<file path="config.mk">
export PLATFORM = sky130hd
export DESIGN_NAME = fetch_unit
export DESIGN_NICKNAME = d
export VERILOG_FILES = /design/src/rtl/riscv_pkg.sv /design/src/rtl/pc_next_logic.sv /design/src/rtl/fetch_unit.sv
export SDC_FILE = /design/constraint.sdc
export NUM_CORES = 1
export LEC_CHECK = 0
export CORE_ASPECT_RATIO = 1.4
export CORE_MARGIN = 3
export CORE_UTILIZATION = 41
export DETAILED_ROUTE_END_ITERATION = 8
export HOLD_SLACK_MARGIN = 0.02
export PLACE_DENSITY_LB_ADDON = 0.05
export SLEW_MARGIN = 10
export SYNTH_ARGS = -nofsm -noshare
export SYNTH_HDL_FRONTEND = slang
export SYNTH_HIERARCHICAL = 1
export SYNTH_SLANG_ARGS = --single-unit
</file>
<file path="constraint.sdc">
create_clock -name clk -period 2.7 [get_ports clk]
set_input_delay 0.405 -clock clk [delete_from_list [all_inputs] [get_ports clk]]
set_output_delay 0.405 -clock clk [all_outputs]
set_load 0.02 [all_outputs]
</file>
<file path="src/rtl/riscv_pkg.sv">
// Shared RV32 definitions for the fetch stage: opcode constants, NOP encoding and FSM states.
package riscv_pkg;

    localparam logic [6:0] OP_LOAD   = 7'h03;
    localparam logic [6:0] OP_IMM    = 7'h13;
    localparam logic [6:0] OP_AUIPC  = 7'h17;
    localparam logic [6:0] OP_STORE  = 7'h23;
    localparam logic [6:0] OP_R      = 7'h33;
    localparam logic [6:0] OP_LUI    = 7'h37;
    localparam logic [6:0] OP_BRANCH = 7'h63;
    localparam logic [6:0] OP_JALR   = 7'h67;
    localparam logic [6:0] OP_JAL    = 7'h6F;

    localparam logic [31:0] NOP_INSTR = 32'h0000_0013;

    typedef enum logic [1:0] {
        BOOT,
        FETCH,
        HOLD,
        TRAP
    } fetch_state_t;

endpackage

</file>
<file path="src/rtl/pc_next_logic.sv">
// Combinational PC+4 and next-PC select. FETCH_MISALIGN_TRAP_EN swaps target masking for
// misalignment detection.
module pc_next_logic #(
    parameter int unsigned XLEN = 32
) (
    input  logic [XLEN-1:0] pc_i,
    input  logic            pc_src_i,
    input  logic [XLEN-1:0] pc_target_i,
    output logic [XLEN-1:0] pc_plus4_o,
    output logic [XLEN-1:0] pc_next_o
`ifdef FETCH_MISALIGN_TRAP_EN
    ,
    output logic            misalign_o
`endif
);

    assign pc_plus4_o = pc_i + XLEN'(4);

`ifdef FETCH_MISALIGN_TRAP_EN
    assign pc_next_o  = pc_src_i ? pc_target_i : pc_plus4_o;
    assign misalign_o = pc_src_i && (pc_target_i[1:0] != 2'b00);
`else
    // Low two bits are dropped so a bad target can never produce a misaligned fetch.
    assign pc_next_o  = pc_src_i ? (pc_target_i & ~XLEN'(3)) : pc_plus4_o;
`endif

endmodule

</file>
<file path="src/rtl/fetch_unit.sv">
// Instruction-fetch stage: PC, request/valid fetch handshake and instruction register.
// Optional misaligned-target trap enabled by FETCH_MISALIGN_TRAP_EN.
module fetch_unit
    import riscv_pkg::*;
#(
    parameter int unsigned     XLEN     = 32,
    parameter logic [XLEN-1:0] RESET_PC = '0
) (
    input  logic            clk,
    input  logic            reset_n,
    output logic            imem_req,
    output logic [XLEN-1:0] imem_addr,
    input  logic            imem_rvalid,
    input  logic [31:0]     imem_rdata,
    input  logic            Advance,
    input  logic            PCSrc,
    input  logic [XLEN-1:0] PCTarget,
    output logic [31:0]     Instr,
    output logic            InstrValid,
    output logic [XLEN-1:0] PC,
    output logic [XLEN-1:0] PCPlus4,
    output logic [6:0]      op,
    output logic [2:0]      funct3,
    output logic            funct7b5
`ifdef FETCH_MISALIGN_TRAP_EN
    ,
    output logic            MisalignTrap
`endif
);

    fetch_state_t    state_q, state_d;
    logic [XLEN-1:0] pc_q, pc_d;
    logic [31:0]     instr_q, instr_d;
    logic            valid_q, valid_d;
    logic [XLEN-1:0] pc_next;
`ifdef FETCH_MISALIGN_TRAP_EN
    logic            misalign;
`endif

    pc_next_logic #(
        .XLEN (XLEN)
    ) u_pc_next (
        .pc_i        (pc_q),
        .pc_src_i    (PCSrc),
        .pc_target_i (PCTarget),
        .pc_plus4_o  (PCPlus4),
        .pc_next_o   (pc_next)
`ifdef FETCH_MISALIGN_TRAP_EN
        ,
        .misalign_o  (misalign)
`endif
    );

    always_comb begin
        state_d = state_q;
        pc_d    = pc_q;
        instr_d = instr_q;
        valid_d = valid_q;
        unique case (state_q)
            BOOT: state_d = FETCH;
            FETCH: begin
                if (imem_rvalid) begin
                    instr_d = imem_rdata;
                    valid_d = 1'b1;
                    state_d = HOLD;
                end
            end
            HOLD: begin
                if (Advance) begin
`ifdef FETCH_MISALIGN_TRAP_EN
                    if (misalign) state_d = TRAP;
                    else
`endif
                    begin
                        pc_d    = pc_next;
                        valid_d = 1'b0;
                        state_d = FETCH;
                    end
                end
            end
            TRAP: state_d = TRAP;
            default: state_d = BOOT;
        endcase
    end

    always_ff @(posedge clk or negedge reset_n) begin
        if (!reset_n) begin
            state_q <= BOOT;
            pc_q    <= RESET_PC;
            instr_q <= NOP_INSTR;
            valid_q <= 1'b0;
        end else begin
            state_q <= state_d;
            pc_q    <= pc_d;
            instr_q <= instr_d;
            valid_q <= valid_d;
        end
    end

    assign imem_req   = (state_q == FETCH);
    assign imem_addr  = pc_q;
    assign Instr      = instr_q;
    assign InstrValid = valid_q;
    assign PC         = pc_q;
    assign op         = instr_q[6:0];
    assign funct3     = instr_q[14:12];
    assign funct7b5   = instr_q[30];
`ifdef FETCH_MISALIGN_TRAP_EN
    assign MisalignTrap = (state_q == TRAP);
`endif

endmodule

</file>
==> results of run 1 <==
[area by class of cell]
class | instances | area, um^2
Sequential cell | 67 | 1680
Fill cell | 772 | 3030
Clock buffer | 9 | 225
Clock inverter | 7 | 76.3
Multi-Input combinational cell | 232 | 2000
Inverter | 5 | 18.8
Timing Repair Buffer | 260 | 2430
Tap cell | 132 | 165
[synthesized netlist by cell type (all sizes together) (5+ instances only)]
cell type / number
mux2: 79
dfrtp: 64
buf: 55
nand2: 27
nor2: 18
nand3: 11
xnor2: 11
a31oi: 10
nand4: 10
nor4: 9
xor2: 7
clkbuf: 6
nor2b: 6
or4: 6
o21ai: 5
o31ai: 5
[per-layer routing]
layer	GRT usage, %	vias to the layer above	wire (um)
met5	0	-	0
met4	10.4	0	280
li1	-	1680	-
met1	23.1	1734	4640
met2	36.5	169	6140
met3	6.10	23	870
[power by group]
group	switching (W)	leakage, nW	total (W)	internal [W]
Combinational	0.00223	1.97	0.00458	0.00235
Sequential	0.000298	0.833	0.00176	0.00146
Clock	0.000460	0.142	0.00118	0.000719
[final timing paths]
| path | end | cells past startpoint | slack [ps] |
|---|---|---|---|
| min reg2reg | Instr[31] | 1 | 500 |
| max reg2reg | PC[31] | 7 | 570 |
| min in group clk | Instr[31] | 1 | 500 |
| max in group asynchronous | Instr[4] | 2 | 1900 |
| max | PCPlus4[10] | 6 | 80 |
| min | Instr[29] | 1 | 90 |
[registers in the layout, summed over array words and instances, names as in the netlist]
signal      cells
state_q         2
InstrValid      1
PC             32
Instr          32
[worst max-delay path, cell delays in order (launching register included)]
cell and delay [ps]:
dfrtp_1 380, ha_1 220, nand3_1 160, buf_4 220
nor2_1 70, xnor2_1 180, clkdlybuf4s50_1 650
[cells by family after synthesis]
logic type,after synthesis
mux,79
simple gates,106
xor+xnor,18
compound gates,28
buf+inv,66
fa+ha+maj,1
flops,67
[metrics by stage]
step	total power, W	setup TNS (ps)	instances	utilization, %
2_1_floorplan	0.00435	0	365	-
3_3_place_gp	0.00643	-321	693	65.2
3_5_place_dp	0.00649	-319	693	65.2
4_1_cts	0.00760	-6.82	711	68.4
5_1_grt	0.00789	-4.21	712	68.5
6_report	0.00751	0	712	68.5
[repair_timing]
item                       4_1_cts  5_1_grt
gates cloned                     0        0
resized for setup               55       14
pin swaps                        4        4
setup buffers                    2        1
setup endpoints to repair       21       15
==> impl_metrics.py, run 1 <==
metrics = {
    "drt": {
        "vias": 3606,
        "drcViolationCount": 0,
        "dr.pass1.iters": 4,
        "routed_wl_mm": 11.9,
        "viasPerCell": 5.06,
        "postRouteAntennaNets": 0,
        "first_iter_violations": 102,
        "drt-wirelength-per-cell_um": 16.8,
    },
    "clock_network": {
        "cts.path.max_buffers": 2,
        "insertion_delay_ps": 330,
        "cts_root_buf": "clkbuf_16",
        "cts_tree": "done",
        "cts.sinks": 67,
        "hold_buffers": 0,
        "htree_levels": 3,
        "cts_buffers": 9,
        "clkTransAtPathRegs_ps": 60,
    },
    "layout": {
        "final_common_cell": "clkdlybuf4s50_1",
        "antennaDiodeCount": 0,
        "drive_gt1_share_pct": 31.4,
        "fin_nets": 645,
        "area_delta_synth_final_pct": 60.3,
        "final_area_mm2": 0.00659,
        "final_cell_mix": "clkdlybuf4s50_1, dfrtp_1, buf_4",
    },
    "synthesis": {
        "ys_ff_latch": 67,
        "synthCells": 365,
        "yosys.area.top_type": "dfrtp_1",
        "synth_top_area_share_pct": 39.0,
        "synth_async_sr_flop_share_pct": 100,
        "synth_top_family_by_area": "multiplexers",
        "yosysSeqAreaShare_pct": 40.9,
        "synth_fa_ha_area_share_pct": 0.304,
        "synthFlopType": "dfrtp_1",
        "synthTopCellsByArea": "dfrtp_1, mux2_2, mux2_4",
        "synth_compound_area_share_pct": 4.72,
        "syn-num-nets": 435,
        "syn_area_mm2": 0.00411,
        "synth-simple-area-share_pct": 14.0,
        "muxShareOfSynthArea_pct": 24.4,
        "synth_cell_types": 43,
        "synth.avg_cell_area_um2": 11.3,
        "synth-edff-count": 0,
        "yosysWarnings": 6,
        "synth_xor_area_share_pct": 3.84,
    },
    "pwr": {
        "leakage_nw": 2.95,
        "irDropWorstVdd_v": 0.000602,
        "powerDensity_mw_per_mm2": 1140,
    },
    "timing": {
        "finalHoldViolCount": 0,
        "drv_slew": 0,
        "tightest_slew_ps": 755,
        "fin_skew_ps": 5.04,
        "setup_viol": 0,
        "fmax_mhz": 382,
        "hold_slack_ps": 85.8,
        "min_period_ps": 2620,
        "fin_ws_ps": 81.8,
        "maxSlewHeadroom_pct": 49.5,
        "fin_crit_sh_pct": 97.0,
    },
    "global_route": {
        "overflow": 0,
        "antenna_found_initial": 0,
        "grt_pass1_vias": 3752,
        "grt_max_degree": 43,
        "grt_usage_pct": 21.0,
        "grt_pass1_wl_mm": 19.0,
    },
    "worst_setup_path": {
        "worstSetupStartpoint": "PC[2]",
        "cp-start-kind": "register",
        "cp.arrival_ps": 2210,
        "cp_max_fo": 7,
        "r2r_start": "PC[2]",
        "crit_type": "reg -> out",
        "worstSetupEndpointType": "output port",
        "critPathRequiredTime_ps": 2300,
    },
    "die": {
        "start_util_pct": 42.7,
        "core_mm2": 0.00962,
        "die-area_mm2": 0.0113,
        "num_rows": 42,
        "die_width_um": 90.6,
        "io_pins": 210,
        "die_y_um": 124,
    },
    "status": {
        "status": "finished clean",
    },
    "placed_design": {
        "placed_area_mm2": 0.00627,
        "port_buffers": 207,
        "place.gp.congestion": 0.810,
        "hpwlAfterDp_mm": 9.09,
        "pre_cts_ws_ps": -71.5,
    },
    "run": {
        "cap_violations": 0,
    },
    "min_path": {
        "min_path_type": "in -> async",
    },
}
(Power assumes the default switching activity.)
==> run 2, diff against run 1 <==
--- a/config.mk
+++ b/config.mk
@@ -5,8 +5,9 @@
 export SDC_FILE = /design/constraint.sdc
 export NUM_CORES = 1
 export LEC_CHECK = 0
+export ABC_CLOCK_PERIOD_IN_PS = 2700
 export CORE_ASPECT_RATIO = 1.4
-export CORE_MARGIN = 3
+export CORE_MARGIN = 2
 export CORE_UTILIZATION = 41
 export DETAILED_ROUTE_END_ITERATION = 8
 export HOLD_SLACK_MARGIN = 0.02
==> run 2 against run 1 <==
Net effect: the run now ends with negative setup slack left; clock power down 4%; largest power group unchanged; die area decreased by 3.8%; register-to-register slack worse by 90 ps; largest cell class unchanged; power down 0.17%; critical path depth stayed put; critical path type unchanged.
==> impl_metrics.py, run 2 (synthesized netlist as in run 1, its figures left out) <==
metrics = {
    "global_route": {
        "grtUsageMet1_pct": 23.8,
        "overflow": 0,
        "grt_max_degree": 68,
        "grt_pass1_wl_mm": 17.6,
        "use_met3_pct": 5.92,
        "grt_usage_pct": 21.3,
        "antenna_found_initial": 0,
        "grt_pass1_vias": 3524,
        "busiest_layer": "met2",
        "use_met2_pct": 38.0,
    },
    "layout": {
        "final_cell_mix": "clkdlybuf4s50_1, dfrtp_1, buf_4",
        "final_common_cell": "clkdlybuf4s50_1",
        "drive_gt1_share_pct": 32.3,
        "final-seq-area_mm2": 0.00168,
        "final_area_mm2": 0.00662,
        "fillCellCount": 812,
        "final_core_util_pct": 67.3,
        "antennaDiodeCount": 0,
        "area_delta_synth_final_pct": 61.2,
        "fin_nets": 647,
        "multi_input_area_mm2": 0.00201,
    },
    "timing": {
        "tightest_slew_ps": 859,
        "maxSlewHeadroom_pct": 42.7,
        "min_period_ps": 2720,
        "fin_ws_ps": -18.8,
        "drv_slew": 0,
        "fin_skew_ps": 6.84,
        "rsz0062_at_grt": "yes",
        "fmax_mhz": 368,
        "fin_crit_sh_pct": 101,
        "finalHoldViolCount": 0,
        "setup_viol": 2,
    },
    "die": {
        "die_width_um": 88.6,
        "start_util_pct": 41.7,
        "num_rows": 43,
        "die_y_um": 122,
        "io_pins": 210,
        "die-area_mm2": 0.0109,
        "core_mm2": 0.00985,
    },
    "drt": {
        "drcViolationCount": 0,
        "first_iter_violations": 129,
        "postRouteAntennaNets": 0,
        "vias": 3572,
        "drt-wirelength-per-cell_um": 16.3,
        "dr.pass1.iters": 4,
        "viasPerCell": 4.98,
        "routed_wl_mm": 11.7,
    },
    "run": {
        "cap_violations": 0,
    },
    "worst_setup_path": {
        "cp_common_cell": "buf_4",
        "worstSetupEndpointType": "output port",
        "critPathRequiredTime_ps": 2300,
        "cp.buffers_inverters": 2,
        "cp.arrival_ps": 2310,
        "slowest_delay_ps": 510,
        "cp_top_family": "simple AND/OR/NAND/NOR gates",
        "slowest_stage": "or4_1",
        "cp_cell_sequence": "nand4_1, buf_4, or4_4, or4_1, nand2_1, buf_4",
        "crit_type": "reg -> out",
        "cp_max_fo": 6,
        "cp-start-kind": "register",
    },
    "placed_design": {
        "hpwlAfterDp_mm": 8.70,
        "place.gp.congestion": 0.827,
        "placed_area_mm2": 0.00626,
        "port_buffers": 207,
    },
    "status": {
        "status": "complete, but fails checks",
        "violations": "negative setup slack",
    },
    "pwr": {
        "irDropWorstVdd_v": 0.000602,
        "leakage_nw": 2.96,
        "powerDensity_mw_per_mm2": 1130,
    },
    "clock_network": {
        "cts.path.max_buffers": 2,
        "insertion_delay_ps": 330,
        "hold_buffers": 0,
        "htree_levels": 3,
        "cts_tree": "done",
        "clkTransAtPathRegs_ps": 60,
        "cts_root_buf": "clkbuf_16",
        "cts.sinks": 67,
        "cts_buffers": 9,
    },
    "min_path": {
        "min_path_type": "in -> async",
    },
}
run 2: changes by cell type in the layout (fill, tap and decap cells not counted), sizes merged, moves of 2 or more:
cell / change
dlymetal6s2s: +2
dlygate4sd2: -3
buf: +2
clkdlybuf4s15: +2
clkinv: -2
run 2: metrics by stage:
step | setup slack (ps) | hold WS (ps) | std cells | power, W | setup TNS [ps]
after floorplan | 220 | 109 | 365 | 0.00435 | 0
after global placement | -28.6 | 486 | 695 | 0.00640 | -54.4
after detailed placement | -46.0 | 492 | 695 | 0.00647 | -196
after CTS | -45.7 | 221 | 715 | 0.00755 | -126
after global routing | -124 | 259 | 717 | 0.00790 | -450
final | -18.8 | 186 | 717 | 0.00750 | -27.1
run 2: cell type report:
cell class / count / share of cell area (%)
tap: 135 / 2.55
multi-input combinational: 232 / 30.3
clock inverter: 6 / 0.737
sequential: 67 / 25.4
timing repair buffer: 262 / 37.2
clock buffer: 10 / 3.61
inverter: 5 / 0.283
run 2: where the power goes:
group          internal (W)  switching (W)  leakage [nW]
Clock              0.000654       0.000471         0.132
Combinational       0.00238        0.00223          2.00
Sequential          0.00146       0.000307         0.833
run 2: repair_timing:
action / CTS / global route
setup buffers: 3 / 2
cloned: 1 / 0
endpoints found under the setup margin: 21 / 18
pin swaps: 1 / 1
resized for setup: 63 / 22
run 2: final timing paths:
check,start,end,slack [ps],depth (start not counted)
worst max-delay path,PC[9],PCPlus4[27],-20,6
worst min-delay path,reset_n,Instr[30],190,1
worst max register to register,PC[9],PC[16],480,7
worst min register to register,Instr[8],Instr[8],500,1
max in group asynchronous,reset_n,PC[14],1950,1
min in group clk,Instr[8],Instr[8],500,1
run 2: layer usage:
metal  up-vias  routed length (um)
li1       1687                   -
met1      1720                4500
met2       152                6170
met3        13                 828
met4         0                 192
met5         -                   0
run 2: worst reg2reg max path: stages, from the launching register on:
cell,delay [ps]
dfrtp_1,350
nand4_1,210
buf_2,220
or4_4,520
buf_4,160
xnor2_1,130
mux2_2,260
mux2_4,260
